===== src/rtl/uart_rx_cfg.sv =====
// uart_rx_cfg: configurable UART receiver with a receive buffer.
//
// Frames are start bit, 5..8 data bits (LSB first), optional parity bit,
// and one or two stop bits. The line is sampled near the middle of each bit
// using baud_div clk cycles per bit. Good bytes go into the receive buffer.
// Bad frames are discarded and raise a one-cycle error pulse.
//
// Build option UART_RX_FIFO_EN:
//   defined   - the receive buffer is a DEPTH-entry FIFO.
//   undefined - the receive buffer is a single holding register
//               (level 0/1, DEPTH unused).
//
// Ports:
//   clk, rst_n      clock and asynchronous active-low reset
//   rx              serial line (idle high, asynchronous to clk)
//   baud_div        clk cycles per bit (0 and 1 behave as 2)
//   data_bits       00=5, 01=6, 10=7, 11=8 data bits
//   parity_en       a parity bit follows the data bits
//   parity_odd      1 = odd parity, 0 = even parity
//   stop2           check two stop bits
//   rd_en           pop the head byte (ignored while rd_valid=0)
//   rd_data         head byte, show-ahead, zero-extended; 0 when empty
//   rd_valid        buffer not empty
//   level           number of bytes held
//   parity_err, frame_err, overrun   single-cycle error pulses
module uart_rx_cfg #(
    parameter int DIV_W = 16,
    parameter int DEPTH = 8
) (
    input  logic                   clk,
    input  logic                   rst_n,
    input  logic                   rx,
    input  logic [DIV_W-1:0]       baud_div,
    input  logic [1:0]             data_bits,
    input  logic                   parity_en,
    input  logic                   parity_odd,
    input  logic                   stop2,
    input  logic                   rd_en,
    output logic [7:0]             rd_data,
    output logic                   rd_valid,
    output logic [$clog2(DEPTH):0] level,
    output logic                   parity_err,
    output logic                   frame_err,
    output logic                   overrun
);

    typedef enum logic [2:0] {
        IDLE   = 3'd0,
        START  = 3'd1,
        DATA   = 3'd2,
        PARITY = 3'd3,
        STOP   = 3'd4
    } state_t;

    state_t           state_q, state_d;
    logic             sync1_q, sync2_q;
    logic [DIV_W-1:0] cnt_q, cnt_d;
    logic [DIV_W-1:0] div_q, div_d;
    logic [2:0]       bit_idx_q, bit_idx_d;
    logic [1:0]       nbits_q, nbits_d;
    logic             par_en_q, par_en_d;
    logic             par_odd_q, par_odd_d;
    logic             stop2_q, stop2_d;
    logic             stop_idx_q, stop_idx_d;
    logic             perr_q, perr_d;
    logic             ferr_q, ferr_d;
    logic [7:0]       data_q, data_d;
    logic             parity_err_q, parity_err_d;
    logic             frame_err_q, frame_err_d;
    logic             overrun_q, overrun_d;
    logic             push;
    logic             rx_s;
    logic             bit_end;
    logic             ferr_now;

    assign rx_s     = sync2_q;
    assign bit_end  = (cnt_q == div_q - DIV_W'(1));
    // Framing status including the stop bit being sampled this cycle.
    assign ferr_now = ferr_q | ~rx_s;

    always_comb begin
        state_d      = state_q;
        cnt_d        = cnt_q;
        div_d        = div_q;
        bit_idx_d    = bit_idx_q;
        nbits_d      = nbits_q;
        par_en_d     = par_en_q;
        par_odd_d    = par_odd_q;
        stop2_d      = stop2_q;
        stop_idx_d   = stop_idx_q;
        perr_d       = perr_q;
        ferr_d       = ferr_q;
        data_d       = data_q;
        parity_err_d = 1'b0;
        frame_err_d  = 1'b0;
        push         = 1'b0;
        case (state_q)
            IDLE: begin
                if (!rx_s) begin
                    // Frame settings are frozen here so that mid-frame
                    // changes on the config inputs cannot corrupt it.
                    state_d    = START;
                    cnt_d      = '0;
                    div_d      = (baud_div < DIV_W'(2)) ? DIV_W'(2) : baud_div;
                    nbits_d    = data_bits;
                    par_en_d   = parity_en;
                    par_odd_d  = parity_odd;
                    stop2_d    = stop2;
                    stop_idx_d = 1'b0;
                    perr_d     = 1'b0;
                    ferr_d     = 1'b0;
                    data_d     = '0;
                end
            end
            START: begin
                if (cnt_q == (div_q >> 1)) begin
                    cnt_d     = '0;
                    bit_idx_d = '0;
                    // A start bit that is no longer low at mid-bit is a
                    // glitch: drop it silently.
                    state_d   = rx_s ? IDLE : DATA;
                end else begin
                    cnt_d = cnt_q + 1'b1;
                end
            end
            DATA: begin
                if (bit_end) begin
                    cnt_d             = '0;
                    data_d[bit_idx_q] = rx_s;
                    bit_idx_d         = bit_idx_q + 3'd1;
                    if (bit_idx_q == 3'd4 + {1'b0, nbits_q}) begin
                        state_d = par_en_q ? PARITY : STOP;
                    end
                end else begin
                    cnt_d = cnt_q + 1'b1;
                end
            end
            PARITY: begin
                if (bit_end) begin
                    cnt_d   = '0;
                    state_d = STOP;
                    if (((^data_q) ^ rx_s) != par_odd_q) begin
                        perr_d = 1'b1;
                    end
                end else begin
                    cnt_d = cnt_q + 1'b1;
                end
            end
            STOP: begin
                if (bit_end) begin
                    cnt_d = '0;
                    if (stop2_q && !stop_idx_q) begin
                        stop_idx_d = 1'b1;
                        ferr_d     = ferr_now;
                    end else begin
                        state_d = IDLE;
                        if (perr_q || ferr_now) begin
                            parity_err_d = perr_q;
                            frame_err_d  = ferr_now;
                        end else begin
                            push = 1'b1;
                        end
                    end
                end else begin
                    cnt_d = cnt_q + 1'b1;
                end
            end
            default: state_d = IDLE;
        endcase
    end

    always_ff @(posedge clk or negedge rst_n) begin
        if (!rst_n) begin
            sync1_q      <= 1'b1;
            sync2_q      <= 1'b1;
            state_q      <= IDLE;
            cnt_q        <= '0;
            div_q        <= '0;
            bit_idx_q    <= '0;
            nbits_q      <= '0;
            par_en_q     <= 1'b0;
            par_odd_q    <= 1'b0;
            stop2_q      <= 1'b0;
            stop_idx_q   <= 1'b0;
            perr_q       <= 1'b0;
            ferr_q       <= 1'b0;
            data_q       <= '0;
            parity_err_q <= 1'b0;
            frame_err_q  <= 1'b0;
            overrun_q    <= 1'b0;
        end else begin
            sync1_q      <= rx;
            sync2_q      <= sync1_q;
            state_q      <= state_d;
            cnt_q        <= cnt_d;
            div_q        <= div_d;
            bit_idx_q    <= bit_idx_d;
            nbits_q      <= nbits_d;
            par_en_q     <= par_en_d;
            par_odd_q    <= par_odd_d;
            stop2_q      <= stop2_d;
            stop_idx_q   <= stop_idx_d;
            perr_q       <= perr_d;
            ferr_q       <= ferr_d;
            data_q       <= data_d;
            parity_err_q <= parity_err_d;
            frame_err_q  <= frame_err_d;
            overrun_q    <= overrun_d;
        end
    end

    assign parity_err = parity_err_q;
    assign frame_err  = frame_err_q;
    assign overrun    = overrun_q;

`ifdef UART_RX_FIFO_EN
    localparam int AW = $clog2(DEPTH);

    logic [7:0]    mem_q [DEPTH];
    logic [AW-1:0] wr_ptr_q, wr_ptr_d;
    logic [AW-1:0] rd_ptr_q, rd_ptr_d;
    logic [AW:0]   count_q, count_d;
    logic          full, pop, do_push;

    assign full      = (count_q == (AW+1)'(DEPTH));
    assign pop       = rd_en & (count_q != '0);
    // A pop in the same cycle frees the slot the push needs.
    assign do_push   = push & (~full | pop);
    assign overrun_d = push & full & ~pop;

    always_comb begin
        wr_ptr_d = do_push ? wr_ptr_q + 1'b1 : wr_ptr_q;
        rd_ptr_d = pop ? rd_ptr_q + 1'b1 : rd_ptr_q;
        count_d  = count_q;
        if (do_push && !pop) begin
            count_d = count_q + 1'b1;
        end else if (!do_push && pop) begin
            count_d = count_q - 1'b1;
        end
    end

    always_ff @(posedge clk or negedge rst_n) begin
        if (!rst_n) begin
            wr_ptr_q <= '0;
            rd_ptr_q <= '0;
            count_q  <= '0;
        end else begin
            wr_ptr_q <= wr_ptr_d;
            rd_ptr_q <= rd_ptr_d;
            count_q  <= count_d;
        end
    end

    always_ff @(posedge clk) begin
        if (do_push) begin
            mem_q[wr_ptr_q] <= data_q;
        end
    end

    assign rd_valid = (count_q != '0);
    assign rd_data  = rd_valid ? mem_q[rd_ptr_q] : 8'h00;
    assign level    = count_q;
`else
    logic [7:0] hold_q, hold_d;
    logic       full_q, full_d;
    logic       pop, do_push;

    assign pop       = rd_en & full_q;
    assign do_push   = push & (~full_q | pop);
    assign overrun_d = push & full_q & ~pop;

    always_comb begin
        hold_d = do_push ? data_q : hold_q;
        full_d = do_push | (full_q & ~pop);
    end

    always_ff @(posedge clk or negedge rst_n) begin
        if (!rst_n) begin
            hold_q <= '0;
            full_q <= 1'b0;
        end else begin
            hold_q <= hold_d;
            full_q <= full_d;
        end
    end

    assign rd_valid = full_q;
    assign rd_data  = full_q ? hold_q : 8'h00;
    assign level    = {{($clog2(DEPTH)){1'b0}}, full_q};
`endif

endmodule


===== config.mk =====
export PLATFORM = sky130hd
export DESIGN_NAME = uart_rx_cfg
export DESIGN_NICKNAME = d
export VERILOG_FILES = /design/src/rtl/uart_rx_cfg.sv
export SDC_FILE = /design/constraint.sdc
export NUM_CORES = 1
export LEC_CHECK = 0
export BUFFER_PORTS_ARGS = -buffer_cell sky130_fd_sc_hd__buf_2
export CAP_MARGIN = 30
export CORE_MARGIN = 8
export CORE_UTILIZATION = 40
export CTS_CLUSTER_DIAMETER = 50
export DETAILED_ROUTE_END_ITERATION = 7
export PLACE_DENSITY_LB_ADDON = 0.12
export SYNTH_ARGS = -nofsm -noshare
export SYNTH_HDL_FRONTEND = slang
export SYNTH_SLANG_ARGS = --single-unit

===== constraint.sdc =====
create_clock -name clk -period 3.1 [get_ports clk]
set_input_delay 0.62 -clock clk [delete_from_list [all_inputs] [get_ports clk]]
set_output_delay 0.62 -clock clk [all_outputs]
set_load 0.05 [all_outputs]

==> flow_metrics.env <==
export IMPL_status="completed"
export IMPL_ys_seq_area_frac=0.4150
export IMPL_synthDominantCellAreaShare=0.4022
export IMPL_worstPathArrival_ns=3.31
export IMPL_cellLeakagePower_nw=2.170
export IMPL_min_period_ns=3.084
export IMPL_max_stage_delay_ns=0.58
export IMPL_fmax_ghz=0.3242
export IMPL_drtIter0Drc=271
export IMPL_cts_tree="done"
export IMPL_critPathLaunchType="flop"
export IMPL_finalHoldViolations=0
export IMPL_wirelength_microns=10180
export IMPL_vdd_drop_max_uv=349.8
export IMPL_grt_pass1_wl_microns=17010
export IMPL_synth_async_reset_ratio=1.000
export IMPL_cts_sinks=68
export IMPL_postSynthCellCount=448
export IMPL_hpwl_microns=7546
export IMPL_die_x_microns=117.3
export IMPL_port_buffer_count=37
export IMPL_worst_setup_path_end_kind="flop"
export IMPL_highest_layer="met4"
export IMPL_place_ws_ns=-0.07670
export IMPL_synth_area_sq_um=4106
export IMPL_dieArea_sq_um=13760
export IMPL_first_pass_iters=4
export IMPL_period_share=0.9949
export IMPL_grt_pass1_vias=3318
export IMPL_wl_met2_microns=4215
export IMPL_cts_root_buffer="clkbuf_8"
export IMPL_grt_total_usage=0.1491
export IMPL_hold_buffers=0
export IMPL_tightest_slew_ns=0.6614
export IMPL_synth_top_cells_by_area="dfrtp_1, mux2_2, xnor2_1, xor2_1, o21ai_0"
export IMPL_maxSlewViolCount=0
export IMPL_start_util=0.4050
export IMPL_grt_overflow=0
export IMPL_htreeDepth=3
export IMPL_drt_met1_wl_microns=5254
export IMPL_clk_latency_ns=0.35
export IMPL_hp_class="input port to asynchronous set/reset pin"
export IMPL_synth_seq_cells=68
export IMPL_yosys_area_top_type="dfrtp_1"
export IMPL_power_density_nw_per_um2=767.0
export IMPL_slew_headroom=0.5590
export IMPL_critPathSlowestCell="or4_4"
export IMPL_path_max_fanout=8
export IMPL_cts_buffers=9
export IMPL_route_met3_wl_microns=522
export IMPL_design_core_area_sq_um=10140
export IMPL_area_growth_pct=20.63
export IMPL_clkSlewWorstSetupHoldPaths_ns=0.07
export IMPL_crit_required_ns=3.33
export IMPL_synth_warnings=0
export IMPL_floorplan_die_height_microns=117.3
export IMPL_routed_via_density=5.321
export IMPL_cap_viol_max_count=0
export IMPL_finalPower_mw=3.799
export IMPL_cp_common_cell="nor4_4"
export IMPL_setup_ws_ns=0.01581
export IMPL_drive_gt1_frac=0.2925
export IMPL_syn_avg_cell_area_sq_um=9.166
export IMPL_placement_rows=37
export IMPL_synth_most_common_cell="dfrtp_1"
export IMPL_yosysUniqueCellTypes=53
export IMPL_post_route_drc_count=0
export IMPL_yosys_most_used_dff="dfrtp_1"
export IMPL_criticalPathCategory="flop to flop"
export IMPL_ioPinCount=41
export IMPL_skew_ns=0.01030
export IMPL_worstPathCellList="inv_2 -> ha_2 -> or4b_4 -> buf_4 -> nor4_4 -> o22ai_2 -> or4_4 -> nor4_4 -> buf_6 -> mux2_2"
export IMPL_final_nets=530
export IMPL_ant_nets=0
export IMPL_vias=3416
export IMPL_synth_common_cells="dfrtp_1, nand2_1, o21ai_0"
export IMPL_gp_routability_congestion=0.8826
export IMPL_setup_viol=0
export IMPL_wl_per_cell_microns=15.86
export IMPL_clockBufferDepth=2
export IMPL_synth_edf_count=0
export IMPL_diodes=0
export IMPL_grt_max_degree=40
export IMPL_antenna_found_initial=0
cells in the final DEF, fill, tap and decap left out, types with 3 or more instances in the layout:
cell type and instances:
mux2_2 29, xnor2_1 24, o21ai_0 31, nor3_2 4, conb_1 3, a31oi_1 7
xor2_1 22, or2_2 3, nand3_1 18, o22ai_1 9, nand4_1 8, nor4_1 13
buf_2 37, a21oi_1 13, dfrtp_1 66, inv_1 13, o211ai_1 6, and3_1 6
nor2_1 21, nor3_1 14, nand2b_1 3, nand2_1 36, clkbuf_8 9, buf_4 34
and2_1 9, o31ai_1 3, nor2b_1 10
kinds of logic after synthesis:
group | count (synthesis) | synth area share
AOI/OAI and AO/OA | 92 | 0.1402
xor gates and xnor gates | 46 | 0.09811
adders and majority gates | 3 | 0.009142
buffers and inverters | 48 | 0.04814
DFF | 68 | 0.4150
muxes | 30 | 0.08196
other | 1 | 0.0009132
and+or+nand+nor | 160 | 0.2066
layout make-up:
class / count / area [sq um]
clock buffers: 9 / 123.9
clock inverters: 6 / 90.09
fillers: 975 / 5185
inverters: 15 / 56.30
multi-input cells: 334 / 2317
flip-flops and latches: 68 / 1704
well taps: 136 / 170.2
repair buffers: 74 / 491.7
path summary, 6_finish.rpt:
kind	start	end	slack (ns)	cells after the start
setup / recovery	div_q[0]$_DFFE_PN0P_	hold_q[1]$_DFFE_PN0P_	0.02	10
hold / removal	rst_n	div_q[1]$_DFFE_PN0P_	0.30	1
setup reg to reg	div_q[0]$_DFFE_PN0P_	hold_q[1]$_DFFE_PN0P_	0.02	10
hold reg to reg	sync1_q$_DFF_PN1_	rx_s$_DFF_PN1_	0.36	0
max in group asynchronous	rst_n	ferr_q$_DFFE_PN0P_	2.15	2
min in group clk	sync1_q$_DFF_PN1_	rx_s$_DFF_PN1_	0.36	0
stage by stage:
step	setup TNS, ns	cell area, sq um	std cells	hold WS [ns]	utilization
after global placement	-0.1843	4621	625	0.3484	0.4558
after detailed placement	-0.5991	4621	625	0.3530	0.4558
after floorplan	-0.01928	4114	450	0.3244	-
after global routing	-0.5167	4954	642	0.3425	0.4886
final	0	4954	642	0.2999	0.4886
after CTS	-0.01964	4843	640	0.3169	0.4777
state kept, by name (all words and copies together), names as in the netlist, 2 cells and up:
| name | count |
|---|---|
| bit_idx_q | 3 |
| cnt_q | 16 |
| data_q | 8 |
| div_q | 16 |
| hold_q | 8 |
| nbits_q | 2 |
| state_q | 3 |
repair_timing:
| item | in CTS | in global routing |
|---|---|---|
| gates cloned | 0 | 0 |
| pin swaps | 3 | 3 |
| buffers inserted | 0 | 2 |
| gates resized for setup | 2 | 20 |
| endpoints found under the setup margin | 10 | 41 |
layer usage:
layer | up-vias | global-route usage
met4 | 0 | 0.06245
li1 | 1708 | -
met2 | 95 | 0.2036
met1 | 1599 | 0.2176
met3 | 14 | 0.03453
met5 | - | 0
where the power goes:
part | switching (mW) | internal, mW | total [mW]
sequential | 0.201 | 1.07 | 1.27
clock | 0.342 | 0.449 | 0.792
combinational | 0.964 | 0.775 | 1.74
total | 1.51 | 2.29 | 3.80
worst max-delay path: cells and delay by family, from the launching register on:
family | cells | cell delay [ns]
buf+inv | 3 | 0.41
flops | 1 | 0.39
mux | 1 | 0.33
fa+ha+maj | 1 | 0.17
simple gates | 4 | 1.54
compound gates | 1 | 0.14
(Power assumes the default switching activity.)
